[src/rtl/cmp_pkg.sv]
// cmp_pkg: shared state encoding and helpers for the LSB-first serial comparator
package cmp_pkg;
  typedef enum logic [1:0] {IDLE, RUN, DONE} cmp_state_t;
  localparam int SLICE_MAX = 32;
  function automatic int nslice(input int width, input int slice);
    return width / slice;
  endfunction
  function automatic int idx_w(input int n);
    return n > 1 ? $clog2(n) : 1;
  endfunction
  function automatic logic slice_lt(input logic [SLICE_MAX-1:0] a, input logic [SLICE_MAX-1:0] b);
    return a < b;
  endfunction
endpackage

[src/rtl/lsb_serial_cmp_slice.sv]
// slice_cmp: one SLICE-wide compare, sign bit flipped on the top slice of a signed compare
module slice_cmp
  import cmp_pkg::*;
#(
  parameter int SLICE = 2
) (
  input  logic [SLICE-1:0] a,
  input  logic [SLICE-1:0] b,
  input  logic             top,
  input  logic             Signed,
  output logic             lt,
  output logic             ne
);
  logic [SLICE-1:0] w_flip;
  assign w_flip = (top && Signed) ? SLICE'(1) << (SLICE - 1) : '0;
  assign lt = slice_lt(SLICE_MAX'(a ^ w_flip), SLICE_MAX'(b ^ w_flip));
  assign ne = a != b;
endmodule

[src/rtl/lsb_serial_cmp.sv]
// lsb_serial_cmp: multi-cycle LSB-first magnitude comparator with valid/ready on both sides
module lsb_serial_cmp
  import cmp_pkg::*;
#(
  parameter int WIDTH = 32,
  parameter int SLICE = 2
) (
  input  logic             clk,
  input  logic             rst_n,
  input  logic             in_valid,
  output logic             in_ready,
  input  logic [WIDTH-1:0] A,
  input  logic [WIDTH-1:0] B,
  input  logic             Signed,
  input  logic             flush,
  output logic             out_valid,
  input  logic             out_ready,
  output logic             Less,
  output logic             Equal
);
  localparam int NSLICE = nslice(WIDTH, SLICE);
  localparam int IW = idx_w(NSLICE);
  cmp_state_t r_state, w_next;
  logic [WIDTH-1:0] r_a, r_b;
  logic [IW-1:0] r_idx;
  logic r_signed, r_lt, r_eq;
  logic w_last, w_accept, w_lt, w_ne;
  assign w_last = r_idx == IW'(NSLICE - 1);
  assign w_accept = r_state == IDLE && in_valid && !flush;
  slice_cmp #(.SLICE(SLICE)) u_slice (
    .a(r_a[r_idx*SLICE +: SLICE]),
    .b(r_b[r_idx*SLICE +: SLICE]),
    .top(w_last),
    .Signed(r_signed),
    .lt(w_lt),
    .ne(w_ne)
  );
  always_ff @(posedge clk)
    if (!rst_n) r_state <= IDLE;
    else r_state <= w_next;
  always_comb begin
    w_next = flush ? IDLE :
             r_state == IDLE ? (in_valid ? RUN : IDLE) :
             r_state == RUN ? (w_last ? DONE : RUN) :
             (out_ready ? IDLE : DONE);
    in_ready = r_state == IDLE;
    out_valid = r_state == DONE;
    Less = r_state == DONE && r_lt;
    Equal = r_state == DONE && r_eq;
  end
  // Later slices are more significant, so any differing slice overwrites the verdict
  always_ff @(posedge clk) begin
    if (!rst_n) begin
      r_a <= '0;
      r_b <= '0;
      r_signed <= 1'b0;
      r_idx <= '0;
      r_lt <= 1'b0;
      r_eq <= 1'b0;
    end else if (w_accept) begin
      r_a <= A;
      r_b <= B;
      r_signed <= Signed;
      r_idx <= '0;
      r_lt <= 1'b0;
      r_eq <= 1'b1;
    end else if (r_state == RUN) begin
      if (w_ne) begin
        r_lt <= w_lt;
        r_eq <= 1'b0;
      end
      if (!w_last) r_idx <= r_idx + IW'(1);
    end
  end
endmodule
[config.mk]
export PLATFORM = sky130hd
export DESIGN_NAME = lsb_serial_cmp
export DESIGN_NICKNAME = d
export VERILOG_FILES = /design/src/rtl/cmp_pkg.sv /design/src/rtl/lsb_serial_cmp_slice.sv /design/src/rtl/lsb_serial_cmp.sv
export SDC_FILE = /design/constraint.sdc
export NUM_CORES = 1
export LEC_CHECK = 0
export CAP_MARGIN = 40
export CORE_UTILIZATION = 28
export DETAILED_ROUTE_END_ITERATION = 7
export DONT_BUFFER_PORTS = 1
export PLACE_DENSITY_LB_ADDON = 0.08
export SLEW_MARGIN = 25
export SYNTH_ARGS = -nofsm -noshare
export SYNTH_HDL_FRONTEND = slang
export SYNTH_SLANG_ARGS = --single-unit
export TNS_END_PERCENT = 10
[constraint.sdc]
create_clock -name clk -period 4.3 [get_ports clk]
set_input_delay 0.43 -clock clk [delete_from_list [all_inputs] [get_ports clk]]
set_output_delay 0.43 -clock clk [all_outputs]
set_load 0.02 [all_outputs]
==> flow_summary_export.csv, run 1 <==
group,metric,value,unit
cts,number_of_gates_resized_after_cts,0,
global_route,number_of_global_route_vias_before_repair,2499,
cts,clock_buffer_count_from_cts,9,
power_and_ir_drop,total_power,1.51,mW
global_route,met1_track_demand_over_resource,21.1,%
global_route,global_route_met3_utilization,4.06,%
cts,cts_post_setup_buffers_inserted,0,
floorplanning,boundaryPins,74,
global_route,grt_pass1_wl,13700,um
critical_path,worst_ep_required_time,4.56,ns
critical_path,worstSetupPathType,"reg -> reg",
synth,synth_top_cell_area_share,44.4,%
sta,hold_viol,0,
route,dr.pass1.iters,4,
layout,layout.nets,427,
placed_design,gp_congestion,0.683,
cts,max-clock-path-buffers,2,
sta,drv_slew,0,
synth,post_synth_main_area_contributors,"dfxtp_1 (44%), nand2_1 (16%), a21boi_0 (15%)",
layout,final_layout_size_suffix_gt1_share,9.50,%
route,initialDrtViolationCount,77,
route,detail-route-antenna-nets,0,
floorplanning,floorplan.core_area,11400,um^2
sta,fin_crit_sh,59.5,%
synth,synthSimpleGateAreaFrac,19.6,%
sta,unrepaired_setup_endpoints_after_global_routing,"no",
sta,clock.fmax,0.391,GHz
synth,postSynthCellCount,365,
route,num_vias,2422,
power_and_ir_drop,ir_drop_worst_case_vdd,0.000121,V
floorplanning,overall_die_area,12200,um^2
sta,totalNegativeSetupSlack,0,ns
sta,setup-violations-final,0,
cts,cts_root_buffer_type,"clkbuf_16",
global_route,track_usage,15.5,%
synth,synth.area.mux_share,13.4,%
power_and_ir_drop,powerDensity,411,nW/um^2
run_status,status,"finished clean",
layout,area.sequential,1460,um^2
route,route.final.wire_length,8380,um
sta,period_needed,2.56,ns
layout,final_cell_area,3680,um^2
floorplanning,fp.dieH,110,um
synth,synth_top_cell_by_area,"dfxtp_1",
placed_design,buffer_ports.inserted,0,
sta,worst_clock_skew,0.00284,ns
layout,fillCellCount,1234,
global_route,grt_busiest_layer,"met2",
critical_path,worst-path-max-fanout,11,
route,drcViolationCount,0,
synth,synth_adder_area_share,1.14,%
power_and_ir_drop,power.static_leakage,1.25,nW
global_route,grt_max_degree,71,
global_route,number_of_antenna_violations_at_the_first_check_in_global_routing,0,
cts,path_clk_slew,0.05,ns
synth,combinational_family_with_the_most_area_after_synthesis,"simple AND/OR/NAND/NOR gates",
floorplanning,initial_core_utilization,28.8,%
synth,synthesis.area,3290,um^2
critical_path,worst_setup_path_start_kind,"flip-flop",
cts,tritoncts_clock_tree,"yes",
synth,synth-seq-cells,73,
layout,syn2layout_area_growth,11.9,%
run,drv.max_cap_violation_count,0,
cts,cts.sink_count,73,
floorplanning,rows,39,
critical_path,critical_path_arrival,2.82,ns
route,drt-vias-per-instance,4.83,
layout,n_antenna_cell,0,
synth,synth.lib_cells_used.distinct,28,
layout,total_area_of_multi_input_combinational_cells,1710,um^2
critical_path,crit_path_end_kind,"flip-flop",
synth,post_synth.cell_area_avg,9.01,um^2
global_route,total_grt_overflow,0,
synth,ys.warnings.count,0,
placed_design,placed_area,3400,um^2
synth,synth-compound-area-share,16.4,%
global_route,global_route_track_usage_on_met2,22.5,%
sta,max_slew.worst_pin.slew,0.747,ns
cts,worstSkewPairLatency,0.33,ns
route,wl_per_cell,16.7,um
cts,cts_htree_levels,3,
synth,synth_fp_nets,438,
hold_path,class_of_the_worst_hold_path,"in -> reg",
floorplanning,chipWidth,110,um
sta,worst_slew_margin_rel,50.2,%
placed_design,hpwlAfterDp,5940,um
synth,synth_seq_area_share,44.4,%
cts,hold_buffers,0,
synth,synthXorXnorAreaFrac,1.33,%
sequential cells by signal (all words and copies together) (netlist names):
| signal | count |
|---|---|
| r_b | 32 |
| r_eq | 1 |
| r_lt | 1 |
| r_idx | 4 |
| r_a | 32 |
| r_signed | 1 |
| r_state | 2 |
kinds of logic (layout without fill, tap and decap cells):
kind of cell / Yosys count / count (layout)
muxes: 20 / 20
DFF: 73 / 73
xor gates and xnor gates: 5 / 5
AOI/OAI and AO/OA: 73 / 73
adders and majority gates: 3 / 3
buffers and inverters: 29 / 22
and+or+nand+nor: 162 / 162
Yosys cell counts (all sizes together):
cell type    n
mux2i        2
mux4        18
a21boi      65
a31oi        2
nor2b        2
xnor2        3
nor2         9
nor3         2
xor2         2
a2111oi      1
nand3        5
nand2      136
ha           3
inv          2
nand4        2
a22oi        2
a21oi        2
dfxtp       73
and2         2
clkbuf      17
nand2b       2
or2          1
o21ai        1
buf         10
nand3b       1
through the flow:
| step | std cells | setup slack [ns] | utilization (%) | hold slack, ns |
|---|---|---|---|---|
| 2_1_floorplan | 365 | 1.85 | - | 0.439 |
| 3_3_place_gp | 484 | 1.45 | 29.6 | 0.454 |
| 3_5_place_dp | 485 | 1.72 | 29.8 | 0.456 |
| 4_1_cts | 500 | 1.70 | 32.1 | 0.220 |
| 5_1_grt | 501 | 1.54 | 32.2 | 0.218 |
| 6_report | 501 | 1.74 | 32.2 | 0.229 |
layer usage:
layer	routed length [um]	share of wire, %	vias up
met1	4180	50	1134
li1	-	-	1215
met4	144	1.7	0
met3	460	5.5	11
met2	3590	43	62
met5	0	0	-
power breakdown:
| group | leakage, nW | switching, mW | internal, mW | total [mW] |
|---|---|---|---|---|
| Sequential | 0.596 | 0.0219 | 0.708 | 0.730 |
| Clock | 0.128 | 0.273 | 0.401 | 0.675 |
| Combinational | 0.527 | 0.0552 | 0.0516 | 0.107 |
path summary, 6_finish.rpt:
path                                start         end  slack [ns]  cells past startpoint
worst max register to register   r_idx[0]        r_lt        1.74                      7
worst max-delay path             r_idx[0]        r_lt        1.74                      7
worst min register to register    r_a[13]     r_a[13]        0.46                      2
worst min-delay path            out_ready  r_state[1]        0.23                      1
critical path, cell delays in order, from the launching register on:
cell and delay [ns]:
dfxtp_1 0.57, buf_8 0.22, mux4_2 0.51, mux4_2 0.47, inv_1 0.07, ha_1 0.23
a21oi_1 0.21, mux2i_1 0.20
area by class of cell:
cell class | instances | share of cell area, %
Clock buffer | 12 | 6.70
Clock inverter | 3 | 0.476
Inverter | 2 | 0.204
Multi-Input combinational cell | 263 | 46.5
Sequential cell | 73 | 39.7
Tap cell | 143 | 4.86
Timing Repair Buffer | 5 | 1.56
placed cells by master, fill, tap and decap left out:
cell type and n:
buf_8 1, nand3b_1 1, nor2b_1 2, nor2_4 1, nor2_1 8, or2_2 1, xnor2_1 3, a31oi_1 2
mux4_1 4, nand2b_1 2, xor2_1 2, o21ai_0 1, clkbuf_16 9, mux4_2 14, mux2i_1 2, ha_1 3
buf_12 1, clkbuf_1 2, a2111oi_0 1, dfxtp_1 73, inv_1 2, nand4_1 2, and2_1 2, a22oi_1 2
clkinv_2 2, a21boi_0 65, nand3_1 5, clkinvlp_4 1, nor3_1 2, clkbuf_8 1, buf_4 3, a21oi_1 2
nand2_1 136
No activity file was read; power rests on OpenSTA's default activity.
==> inputs of run 2 (changes only) <==
==> constraint.sdc (replaced) <==
create_clock -name clk -period 2.66 [get_ports clk]
set_input_delay 0.266 -clock clk [delete_from_list [all_inputs] [get_ports clk]]
set_output_delay 0.266 -clock clk [all_outputs]
set_load 0.02 [all_outputs]
==> run 2 against run 1 <==
Against the previous run: clock power is 110% higher; worst setup slack worse by 1.4 ns; fmax is 9.1% higher; largest cell class unchanged; clock skew is 0.0044 ns higher; largest power group is now clock; critical endpoint unchanged; non-clock buffer count is 4 higher.
==> flow_summary_export.csv, run 2 (synthesis results as in run 1) <==
group,metric,value,unit
floorplanning,fp.dieH,110,um
power_and_ir_drop,ir_drop_worst_case_vdd,0.000431,V
cts,hold_buffers,0,
sta,hold_viol,0,
sta,worst_slew_margin_rel,63.8,%
critical_path,worst_path_cell_with_the_longest_stage_delay,"mux4_2",
route,met2_wire_length,3520,um
sta,totalNegativeSetupSlack,0,ns
cts,clock_buffer_count_from_cts,9,
layout,reg_top3,"r_a (32), r_b (32), r_idx (4)",
floorplanning,rows,39,
global_route,grt_pass1_wl,13300,um
sta,hold_ws,0.0467,ns
sta,period_needed,2.34,ns
power_and_ir_drop,power.static_leakage,1.31,nW
sta,worst_clock_skew,0.00721,ns
cts,cts_root_buffer_type,"clkbuf_16",
critical_path,r2r_setup_slack,0.32,ns
placed_design,dp.cells,490,
sta,fin_crit_sh,88.1,%
critical_path,crit_path_end_kind,"flip-flop",
route,wl_per_cell,16.2,um
placed_design,gp_congestion,0.695,
cts,cts_htree_levels,3,
cts,tritoncts_clock_tree,"yes",
cts,number_of_gates_resized_after_cts,0,
route,wirelength_met1,3990,um
critical_path,worst_ep_required_time,2.93,ns
critical_path,cp_cell_sequence,"buf_12, mux4_2, mux4_2, ha_1, a21oi_1, mux2i_1",
floorplanning,overall_die_area,12200,um^2
cts,cts_post_setup_buffers_inserted,0,
global_route,total_grt_overflow,0,
floorplanning,boundaryPins,74,
critical_path,critical-path-top-cell-by-count,"mux4_2",
route,drcViolationCount,0,
global_route,number_of_antenna_violations_at_the_first_check_in_global_routing,0,
critical_path,cpPeakStageDelay,0.52,ns
power_and_ir_drop,powerDensity,724,nW/um^2
route,initialDrtViolationCount,87,
placed_design,hpwlAfterDp,5840,um
global_route,track_usage,15.0,%
hold_path,class_of_the_worst_hold_path,"in -> reg",
layout,final_layout_size_suffix_gt1_share,11.3,%
floorplanning,initial_core_utilization,28.8,%
cts,worstSkewPairLatency,0.34,ns
layout,layout.nets,431,
critical_path,worst_setup_path_start_kind,"flip-flop",
route,dr.pass1.iters,4,
route,detail-route-antenna-nets,0,
route,num_vias,2403,
cts,max-clock-path-buffers,2,
run,drv.max_cap_violation_count,0,
critical_path,worst-path-max-fanout,18,
sta,unrepaired_setup_endpoints_after_global_routing,"no",
layout,syn2layout_area_growth,15.2,%
route,routed.top_layer,"met4",
route,drt-vias-per-instance,4.75,
sta,clock.fmax,0.427,GHz
placed_design,pre_cts_ws,0.318,ns
critical_path,worstSetupPathType,"reg -> reg",
layout,final_common_cell,"nand2_1",
floorplanning,chipWidth,110,um
critical_path,critical_path_arrival,2.61,ns
power_and_ir_drop,total_power,2.74,mW
layout,n_antenna_cell,0,
sta,max_slew.worst_pin.slew,0.540,ns
global_route,number_of_global_route_vias_before_repair,2457,
layout,most_frequent_cells_in_the_layout,"nand2_1 (136), dfxtp_1 (73), a21boi_0 (65), mux4_2 (14), clkbuf_16 (9)",
run_status,status,"finished clean",
route,route.final.wire_length,8190,um
sta,drv_slew,0,
route,routed-wl-met3,519,um
sta,setup-violations-final,0,
cts,path_clk_slew,0.06,ns
layout,post_route_non_filler_standard_cell_count,506,
global_route,grt_max_degree,71,
sta,final_setup_margin,0.316,ns
floorplanning,floorplan.core_area,11400,um^2
placed_design,buffer_ports.inserted,0,
cts,cts.sink_count,73,
run 2: cell types whose count changed in the layout (fill, tap and decap cells not counted):
cell	change
bufinv_16	+2
clkbuf_1	-2
clkinvlp_4	-1
buf_4	+5
inv_6	+1
buf_8	-1
clkinv_2	-2
clkbuf_8	+3
run 2: area by class of cell:
cell class,count,area (um^2)
fillers,1248,7630
multi-input cells,263,1710
flip-flops and latches,73,1460
repair buffers,9,80.1
well taps,143,179
clock inverters,3,68.8
clock buffers,13,280
inverters,2,7.51
run 2: metrics by stage:
| step | utilization, % | cell area, um^2 |
|---|---|---|
| floorplan | - | 3290 |
| global placement | 30.1 | 3440 |
| detailed placement | 30.1 | 3440 |
| CTS | 33.2 | 3790 |
| global route | 33.2 | 3790 |
| finish | 33.2 | 3790 |
run 2: path summary, 6_finish.rpt:
path / start / endpoint / cells past startpoint
max reg2reg: r_idx[0] / r_lt / 6
min: out_ready / r_state[1] / 1
max: r_idx[0] / r_lt / 6
min reg2reg: r_b[10] / r_b[10] / 2
run 2: routing by layer:
layer / global-route usage, % / up-vias
li1: - / 1224
met1: 20.3 / 1109
met2: 22.2 / 57
met4: 5.73 / 0
met3: 4.59 / 13
met5: 0 / -
run 2: power by group:
part,switching [mW],total [mW],internal (mW)
logic,0.0916,0.174,0.0825
registers,0.0326,1.18,1.14
clock network,0.465,1.39,0.927
total,0.589,2.74,2.15
run 2: critical path: cells and delay by family (launching register included):
| family | cells | cell delay, ns |
|---|---|---|
| mux | 3 | 1.20 |
| fa+ha+maj | 1 | 0.29 |
| flops | 1 | 0.38 |
| buf+inv | 1 | 0.20 |
| compound gates | 1 | 0.20 |
==> variant: new RTL, flow settings as in run 2 <==
Change the parameter `WIDTH` from 32 to 64.
--- a/src/rtl/lsb_serial_cmp.sv
+++ b/src/rtl/lsb_serial_cmp.sv
@@ -4,3 +4,3 @@
 #(
-  parameter int WIDTH = 32,
+  parameter int WIDTH = 64,
   parameter int SLICE = 2
Interface: changed (resized A and B); port bits go from 74 to 138. The function was not compared with the original's and may differ.
==> variant against run 2 <==
Largest power group unchanged. Die area rose by 89%. Largest cell class unchanged. Area after synthesis rose by 91%. Setup slack got worse by 0.23 ns. Routed wire length increased by 130%. Design area up 130%. Sequential cell count rose by 65. Maximum frequency shrank 8.9%. Critical path type unchanged. Core utilization rose by 6.6 points. Power increased by 90%.
==> variant: results (changes against run 2) <==
Clock network
  – Num CTS Buffers: 17 (+8)
  – H-tree Lvls: 4 (+1)
  – Clock latency on the worst-skew pair: 0.43 ns (+0.09 ns)

Power and ir drop
  – PwrDens: 597 mW/mm^2 (-18%)
  – Clock Power Share: 47.2% (-3.5 points)
  – P_seq: 2.22 mW (+88%)
  – Internal power: 4.01 mW (+86%)
  – Max IR drop VDD: 358 uV (-17%)

STA
  – Min Tclk post-route: 2.57 ns (+0.229 ns)
  – Worst-margin pin slew: 0.625 ns (+0.0843 ns)

Yosys
  – Synth unique cells: 37 (+32%)
  – Commonest cells post-synth: nand2_1 (263), dfxtp_1 (138), a21boi_0 (75)
  – Top cells by area, synth: dfxtp_1 (44%), nand2_1 (16%), a21boi_0 (9.0%)
  – Syn Area/Cell: 9.18 um^2 (+1.8%)
  – Syn nets: 823 (+88%)

Placed design
  – Placed Area: 0.00664 mm^2 (+93%)
  – Placed instance count: 928 (+89%)

GRT
  – Largest net degree at the start of global routing: 94 (+32%)
  – Met3 usage: 3.42% (-1.2 points)
  – Vias in the first global route: 5338 (+120%)
  – Initial antenna violation count: 1 (+1)
  – Global routing met1 resource utilization: 22.9% (+2.6 points)

Layout
  – Fin cells: 1106 (+120%)
  – Sequential cell area share: 31.7% (-6.8 points)
  – Multi-In Gates: 491 (+87%)
  – Final core occ: 39.8% (+6.6 points)
  – ANT cells: 1 (+1)
  – Signal buffers share of area: 19.8% (+18 points)
  – # fillers: 2274 (+82%)
  – Share of cells above drive strength 1: 10.1% (-1.2 points)
  – Nets: 950 (+120%)
  – Post-route cell area: 0.00872 mm^2 (+130%)
  – Fraction of area in multi-input gates: 37.4% (-7.8 points)

Hold path
  – Hold EP: r_a[57]
  – Hold Path Stages: 2 (+1)

Critical path
  – Worst reg2reg setup slack: 0.09 ns (-0.23 ns)
  – Critical Path Max Stage Delay: 0.55 ns (+0.03 ns)
  – Slowest stage cell, crit path: mux4_1
  – Worst endpoint data arrival time: 2.93 ns (+0.32 ns)
  – Reg2Reg Depth: 7 (+1)

Routing
  – Met3 wire length: 791 um (+52%)

Status
  – Status: finished clean
## variant: cell count changes in the layout (fill, tap and decap cells not counted), sizes merged, moves of 4 or more
cell / delta
dfxtp: +65
clkinv: +7
mux2i: +10
nand2: +127
nand3: -4
mux4: +14
a21boi: +64
dlygate4sd3: +142
clkbuf: +8
buf: +13
## variant: kinds of logic (layout without fill, tap and decap cells)
group	count (synthesis)	count (layout)	synth area share, %
buffers and inverters	56	196	4.20
adder cells (fa/ha/maj)	4	4	0.796
multiplexers	46	46	14.8
XOR/XNOR	6	6	0.836
AND/OR/NAND/NOR	289	289	17.9
AO/OA/AOI/OAI	146	146	17.5
flip-flops	138	138	43.9
other	0	1	0
## variant: what timing repair did
item | CTS | global route
buffers inserted | 0 | 2
hold buffers | 143 | 0
gates resized for setup | 2 | 10
pin swaps | 0 | 1
endpoints found under the hold margin | 117 | 0
endpoints found under the setup margin | 1 | 1
